## config.mk

```make
export PLATFORM = sky130hd
export DESIGN_NAME = mii_frame_rx_flat
export DESIGN_NICKNAME = d
export VERILOG_FILES = /design/src/rtl/mii_frame_rx_if.sv /design/src/rtl/mii_frame_rx.sv /design/src/flat_wrapper.sv
export SDC_FILE = /design/constraint.sdc
export NUM_CORES = 1
export LEC_CHECK = 0
export CORE_MARGIN = 8
export CORE_UTILIZATION = 31
export DETAILED_ROUTE_END_ITERATION = 12
export HOLD_SLACK_MARGIN = 0.05
export SYNTH_ARGS = -nofsm -noshare
export SYNTH_HDL_FRONTEND = slang
export SYNTH_SLANG_ARGS = --single-unit
```

## constraint.sdc

```tcl
create_clock -name clk50 -period 5.3 [get_ports clk50]
set_clock_uncertainty 0.1 [all_clocks]
set_input_delay 0.53 -clock clk50 [delete_from_list [all_inputs] [get_ports clk50]]
set_output_delay 0.53 -clock clk50 [all_outputs]
set_load 0.02 [all_outputs]
```

## src/rtl/mii_frame_rx_if.sv

```systemverilog
// Receive-side bundle for mii_frame_rx: PHY symbol inputs plus the byte stream and eof status.
// master drives the PHY pins and consumes the stream; slave is the receiver itself.
`timescale 1ns/1ps
interface mii_frame_rx_if #(
  parameter int SYM_W = 2,
  parameter int LEN_W = 11
);
  logic             crs_dv;
  logic [SYM_W-1:0] rxd;
  logic             rx_er;
  logic             sof;
  logic             vld;
  logic [7:0]       byte_out;
  logic             eof;
  logic [LEN_W-1:0] len_out;
  logic             err_rxer;
  logic             err_len;
  logic             err_align;
  logic             err_fcs;
  logic             frame_ok;

  modport master (
    output crs_dv, rxd, rx_er,
    input  sof, vld, byte_out, eof, len_out,
    input  err_rxer, err_len, err_align, err_fcs, frame_ok
  );

  modport slave (
    input  crs_dv, rxd, rx_er,
    output sof, vld, byte_out, eof, len_out,
    output err_rxer, err_len, err_align, err_fcs, frame_ok
  );
endinterface

```

## src/rtl/mii_frame_rx.sv

```systemverilog
// RMII/MII receive front end: packs symbols into bytes, strips preamble/SFD, streams frame bytes
// with sof/vld/eof and per-frame status. Define MII_RX_FCS_CHECK_EN to build the CRC-32 FCS check.
`timescale 1ns/1ps
module mii_frame_rx #(
  parameter int SYM_W   = 2,
  parameter int MIN_LEN = 64,
  parameter int MAX_LEN = 1518,
  parameter int LEN_W   = 11
) (
  input  logic           clk50,
  input  logic           rst_n,
  mii_frame_rx_if.slave  bus
);
  localparam int NSYM = 8 / SYM_W;
  localparam int PH_W = $clog2(NSYM);
  localparam logic [PH_W-1:0]  PH_LAST = PH_W'(NSYM - 1);
  localparam logic [LEN_W-1:0] LEN_MIN = LEN_W'(MIN_LEN);
  localparam logic [LEN_W-1:0] LEN_MAX = LEN_W'(MAX_LEN);
  localparam logic [LEN_W-1:0] LEN_SAT = LEN_W'(MAX_LEN + 1);

  typedef enum logic [1:0] {IDLE, PREAM, DATA, DROP} state_t;

  state_t            state_reg;
  logic              dv_d_reg;
  logic [PH_W-1:0]   phase_reg;
  logic [7:0]        sr_reg;
  logic [LEN_W-1:0]  len_reg;
  logic              rxer_reg;
  logic              len_err_reg;
  logic              sof_pend_reg;

  logic              rise;
  logic              fall;
  logic              byte_done;
  logic [7:0]        sr_next;
  logic              eof_len_err;
  logic              eof_align;
  logic              fcs_bad;

  assign rise        = bus.crs_dv & ~dv_d_reg;
  assign fall        = ~bus.crs_dv & dv_d_reg;
  assign sr_next     = {bus.rxd, sr_reg[7:SYM_W]};
  // The rising-edge symbol is always phase 0, so a byte can only finish on a continuing cycle.
  assign byte_done   = bus.crs_dv & dv_d_reg & (phase_reg == PH_LAST);
  assign eof_len_err = len_err_reg | (len_reg < LEN_MIN) | (len_reg > LEN_MAX);
  assign eof_align   = (phase_reg != '0);

`ifdef MII_RX_FCS_CHECK_EN
  logic [31:0] crc_reg;
  logic [31:0] crc_rev;

  function automatic logic [31:0] crc_byte(input logic [31:0] c, input logic [7:0] d);
    logic [31:0] r;
    r = c;
    for (int i = 0; i < 8; i++) begin
      if (r[0] ^ d[i]) r = (r >> 1) ^ 32'hEDB88320;
      else             r = r >> 1;
    end
    return r;
  endfunction

  always_ff @(posedge clk50 or negedge rst_n) begin
    if (!rst_n) begin
      crc_reg <= '0;
    end else if (rise) begin
      crc_reg <= '1;
    end else if (byte_done && state_reg == DATA) begin
      crc_reg <= crc_byte(crc_reg, sr_next);
    end
  end

  // The shift register is reflected; the good-frame residue is quoted in normal bit order.
  for (genvar gi = 0; gi < 32; gi++) begin : g_crc_rev
    assign crc_rev[gi] = crc_reg[31 - gi];
  end

  assign fcs_bad = (crc_rev != 32'hC704DD7B);
`else
  assign fcs_bad = 1'b0;
`endif

  always_ff @(posedge clk50 or negedge rst_n) begin
    if (!rst_n) begin
      state_reg     <= IDLE;
      dv_d_reg      <= 1'b0;
      phase_reg     <= '0;
      sr_reg        <= '0;
      len_reg       <= '0;
      rxer_reg      <= 1'b0;
      len_err_reg   <= 1'b0;
      sof_pend_reg  <= 1'b0;
      bus.sof       <= 1'b0;
      bus.vld       <= 1'b0;
      bus.byte_out  <= '0;
      bus.eof       <= 1'b0;
      bus.len_out   <= '0;
      bus.err_rxer  <= 1'b0;
      bus.err_len   <= 1'b0;
      bus.err_align <= 1'b0;
      bus.err_fcs   <= 1'b0;
      bus.frame_ok  <= 1'b0;
    end else begin
      bus.sof      <= 1'b0;
      bus.vld      <= 1'b0;
      bus.eof      <= 1'b0;
      bus.frame_ok <= 1'b0;
      dv_d_reg     <= bus.crs_dv;

      if (fall) begin
        phase_reg <= '0;
        if (state_reg == DATA) begin
          bus.eof       <= 1'b1;
          bus.len_out   <= len_reg;
          bus.err_rxer  <= rxer_reg;
          bus.err_len   <= eof_len_err;
          bus.err_align <= eof_align;
          bus.err_fcs   <= fcs_bad;
          bus.frame_ok  <= ~(rxer_reg | eof_len_err | eof_align | fcs_bad);
        end
        state_reg <= IDLE;
      end else if (rise) begin
        state_reg    <= PREAM;
        phase_reg    <= PH_W'(1);
        sr_reg       <= sr_next;
        len_reg      <= '0;
        rxer_reg     <= 1'b0;
        len_err_reg  <= 1'b0;
        sof_pend_reg <= 1'b0;
      end else if (bus.crs_dv) begin
        sr_reg    <= sr_next;
        phase_reg <= (phase_reg == PH_LAST) ? '0 : phase_reg + PH_W'(1);
        case (state_reg)
          PREAM: begin
            if (bus.rx_er) begin
              state_reg <= DROP;
            end else if (byte_done) begin
              if (sr_next == 8'hD5) begin
                state_reg    <= DATA;
                sof_pend_reg <= 1'b1;
              end else if (sr_next != 8'h55) begin
                state_reg <= DROP;
              end
            end
          end
          DATA: begin
            if (bus.rx_er) rxer_reg <= 1'b1;
            if (byte_done) begin
              if (len_reg != LEN_SAT) len_reg <= len_reg + LEN_W'(1);
              // Bytes past MAX_LEN are counted but never emitted.
              if (len_reg < LEN_MAX) begin
                bus.vld      <= 1'b1;
                bus.sof      <= sof_pend_reg;
                bus.byte_out <= sr_next;
                sof_pend_reg <= 1'b0;
              end else begin
                len_err_reg <= 1'b1;
              end
            end
          end
          default: ;
        endcase
      end
    end
  end
endmodule

```

## src/flat_wrapper.sv

```systemverilog
// flat-port wrapper written by rule: the top's interface ports become plain ports
module mii_frame_rx_flat 
#(
  parameter int SYM_W   = 2,
  parameter int MIN_LEN = 64,
  parameter int MAX_LEN = 1518,
  parameter int LEN_W   = 11
)
  (clk50, rst_n, bus_crs_dv, bus_rxd, bus_rx_er, bus_sof, bus_vld, bus_byte_out, bus_eof, bus_len_out, bus_err_rxer, bus_err_len, bus_err_align, bus_err_fcs, bus_frame_ok);
  mii_frame_rx_if #(.SYM_W(SYM_W), .LEN_W(LEN_W)) bus_i ();
  input  logic clk50;
  input  logic rst_n;
  input wire logic [$bits(bus_i.crs_dv)-1:0] bus_crs_dv;
  input wire logic [$bits(bus_i.rxd)-1:0] bus_rxd;
  input wire logic [$bits(bus_i.rx_er)-1:0] bus_rx_er;
  output wire logic [$bits(bus_i.sof)-1:0] bus_sof;
  output wire logic [$bits(bus_i.vld)-1:0] bus_vld;
  output wire logic [$bits(bus_i.byte_out)-1:0] bus_byte_out;
  output wire logic [$bits(bus_i.eof)-1:0] bus_eof;
  output wire logic [$bits(bus_i.len_out)-1:0] bus_len_out;
  output wire logic [$bits(bus_i.err_rxer)-1:0] bus_err_rxer;
  output wire logic [$bits(bus_i.err_len)-1:0] bus_err_len;
  output wire logic [$bits(bus_i.err_align)-1:0] bus_err_align;
  output wire logic [$bits(bus_i.err_fcs)-1:0] bus_err_fcs;
  output wire logic [$bits(bus_i.frame_ok)-1:0] bus_frame_ok;
  assign bus_i.crs_dv = bus_crs_dv;
  assign bus_i.rxd = bus_rxd;
  assign bus_i.rx_er = bus_rx_er;
  assign bus_sof = bus_i.sof;
  assign bus_vld = bus_i.vld;
  assign bus_byte_out = bus_i.byte_out;
  assign bus_eof = bus_i.eof;
  assign bus_len_out = bus_i.len_out;
  assign bus_err_rxer = bus_i.err_rxer;
  assign bus_err_len = bus_i.err_len;
  assign bus_err_align = bus_i.err_align;
  assign bus_err_fcs = bus_i.err_fcs;
  assign bus_frame_ok = bus_i.frame_ok;
  mii_frame_rx #(.SYM_W(SYM_W), .MIN_LEN(MIN_LEN), .MAX_LEN(MAX_LEN), .LEN_W(LEN_W)) u_core (.clk50(clk50), .rst_n(rst_n), .bus(bus_i));
endmodule
```

==> impl_metrics.yaml <==
yosys:
  synthCells: 235
  ys_seq_area_share_pct: 51.2
  yosys.area.top_type: "dfrtp_1"
  synth_edf_count: 0
  synth_area_um2: 2490
  synth_top_area_share_pct: 51.2
  ys_dominant_reg_cell: "dfrtp_1"
  yosysWarnings: 0
  syn_nets: 251
  synthTopCellsByCount: "51 x dfrtp_1, 36 x nand2_1, 15 x nor2_1"
  syn-mean-instance-area_um2: 10.6
  ys_seq_elements: 51
  ys_types: 49
  synth_most_common_cell: "dfrtp_1"
  yosys-top-cells-area: "dfrtp_1 51%, nand2_1 5.4%, ha_1 5.0%"
  async_reset_ff_share_pct: 100
timing:
  min_period_ps: 2870
  finalSetupViolCount: 0
  max_freq_mhz: 348
  period_share_pct: 54.2
  worst_slew_pin_slew_ps: 721
  finalMaxSlewViolations: 0
  setup_tns_ps: 0
  hold_ws_ps: 204
  finalHoldViolCount: 0
  rsz0062_at_grt: "false"
  max_slew_margin_pct: 51.8
floorplanning:
  die_w_um: 106
  placementRows: 32
  coreArea_um2: 7770
  die_h_um: 106
  initial_core_util_pct: 32.1
  die_area_um2: 11200
  pin_count: 33
clocking:
  cts-root-buf: "clkbuf_8"
  hold_buffers: 0
  post_cts_buffers: 0
  h-tree-depth: 2
  cts_tree: "yes"
  clk_latency_ps: 310
  numCtsBuffers: 5
  clk_pin_slew_ps: 100
  clock_sinks: 51
  cts_max_path_buffers: 2
  post_cts_resized: 0
setup_path:
  startpoint_type: "input port"
  critical_path_required_ps: 5400
  r2r-start: "u_core.dv_d_reg"
  worst_ep_arrival_time_ps: 2970
  crit_fanout: 17
  critPathKind: "in2reg"
  regToRegEndpoint: "u_core.len_reg[4]"
  ff2ff_setup_slack_ps: 2890
  cp-endpoint: "u_core.bus.byte_out[5]"
  worstSetupStartpoint: "bus_crs_dv"
  cp-end-kind: "flip-flop"
  reg2regPathDepth: 6
grt:
  overflow: 0
  grt_max_degree: 52
  grt_pass1_vias: 1758
  antenna_found_initial: 0
  grt_pass1_wl_um: 8810
  grt_use_total_pct: 9.41
final_layout:
  diodes: 0
  nNetsFinal: 277
  drive_gt1_share_pct: 11.5
  synthToLayoutAreaGrowth_pct: 18.8
drt:
  vias: 1778
  post_drt_via_cell_ratio: 4.88
  postRouteAntennaNets: 0
  route.detailed.drc: 0
  wire_per_inst_um: 14.1
  drtIter0Drc: 79
  firstDrtPassIters: 4
  finalWirelength_um: 5120
power_and_ir_drop:
  power_density_nw_per_um2: 322
  p_leak_nw: 1.39
  vdd_ir_drop_max_mv: 0.107
flow_run:
  cap_viol_max_count: 0
placed_design:
  portBuffers: 31
  hpwl_um: 3690
  gp_congestion: 0.803
worst_hold_path:
  hp-class: "in2async"
status:
  status: "completed"
[per-stage QoR]
| stage | power (mW) | setup WS [ps] | util (%) | std cells | area [um^2] |
|---|---|---|---|---|---|
| after floorplan | 0.625 | 3200 | - | 235 | 2490 |
| after global placement | 0.718 | 2150 | 36.9 | 356 | 2870 |
| after detailed placement | 0.724 | 2110 | 36.9 | 356 | 2870 |
| after CTS | 0.966 | 2430 | 38.1 | 364 | 2960 |
| after global routing | 1.01 | 2300 | 38.1 | 364 | 2960 |
| final | 0.954 | 2430 | 38.1 | 364 | 2960 |
[cell families after synthesis]
| kind of cell | Yosys count | synth area share, % |
|---|---|---|
| AOI/OAI and AO/OA | 42 | 12.0 |
| other | 1 | 0.150 |
| xor gates and xnor gates | 1 | 0.351 |
| adders and majority gates | 10 | 5.02 |
| muxes | 20 | 9.83 |
| and+or+nand+nor | 85 | 16.9 |
| buffers and inverters | 25 | 4.61 |
| DFF | 51 | 51.2 |
[power by group]
group          switching, mW  leakage (nW)  internal (mW)
Sequential            0.0422         0.678          0.441
Clock                  0.143        0.0502         0.0981
Combinational          0.121         0.666          0.107
[cell type report]
| type | count | area (um^2) |
|---|---|---|
| Inverter | 12 | 45.0 |
| Fill cell | 782 | 4800 |
| Timing Repair Buffer | 32 | 313 |
| Sequential cell | 51 | 1280 |
| Multi-Input combinational cell | 159 | 1100 |
| Tap cell | 102 | 128 |
| Clock inverter | 3 | 28.8 |
| Clock buffer | 5 | 68.8 |
[layout by cell type (no fill, tap or decap), types with 4 or more instances in the layout]
| master | count |
|---|---|
| a21oi_1 | 4 |
| a31oi_1 | 4 |
| clkbuf_8 | 5 |
| clkdlybuf4s50_1 | 30 |
| dfrtp_1 | 51 |
| ha_1 | 10 |
| inv_1 | 12 |
| mux2_2 | 10 |
| mux2_4 | 6 |
| nand2_1 | 36 |
| nand3_1 | 4 |
| nand4_1 | 5 |
| nor2_1 | 15 |
| o21ai_0 | 12 |
| o21bai_1 | 4 |
[how the worst min path moves through the flow]
| stage | start | endpoint | slack, ps | cells after the start |
|---|---|---|---|---|
| finish | rst_n | u_core.dv_d_reg | 200 | 2 |
| global route | rst_n | u_core.bus.byte_out[7] | 270 | 2 |
| detailed placement | u_core.bus.len_out[10] | u_core.bus.len_out[10] | 370 | 2 |
| global placement | u_core.bus.err_len | u_core.bus.err_len | 360 | 2 |
| CTS | rst_n | u_core.dv_d_reg | 250 | 2 |
| floorplan | rst_n | u_core.bus.byte_out[0] | 130 | 0 |
[critical path, stage by stage]
cell             delay, ps
clkdlybuf4s50_1        670
inv_1                  120
ha_1                   410
or4_1                  830
mux2_1                 410
[per-layer routing]
metal  routed length [um]  track usage [%]  share of wire, %
met4                   71             3.62               1.4
met3                  284             2.62               5.5
met5                    0                0                 0
met1                 2530             12.7                49
met2                 2240             13.9                44
Note: power is estimated with default switching activity, not from simulation.
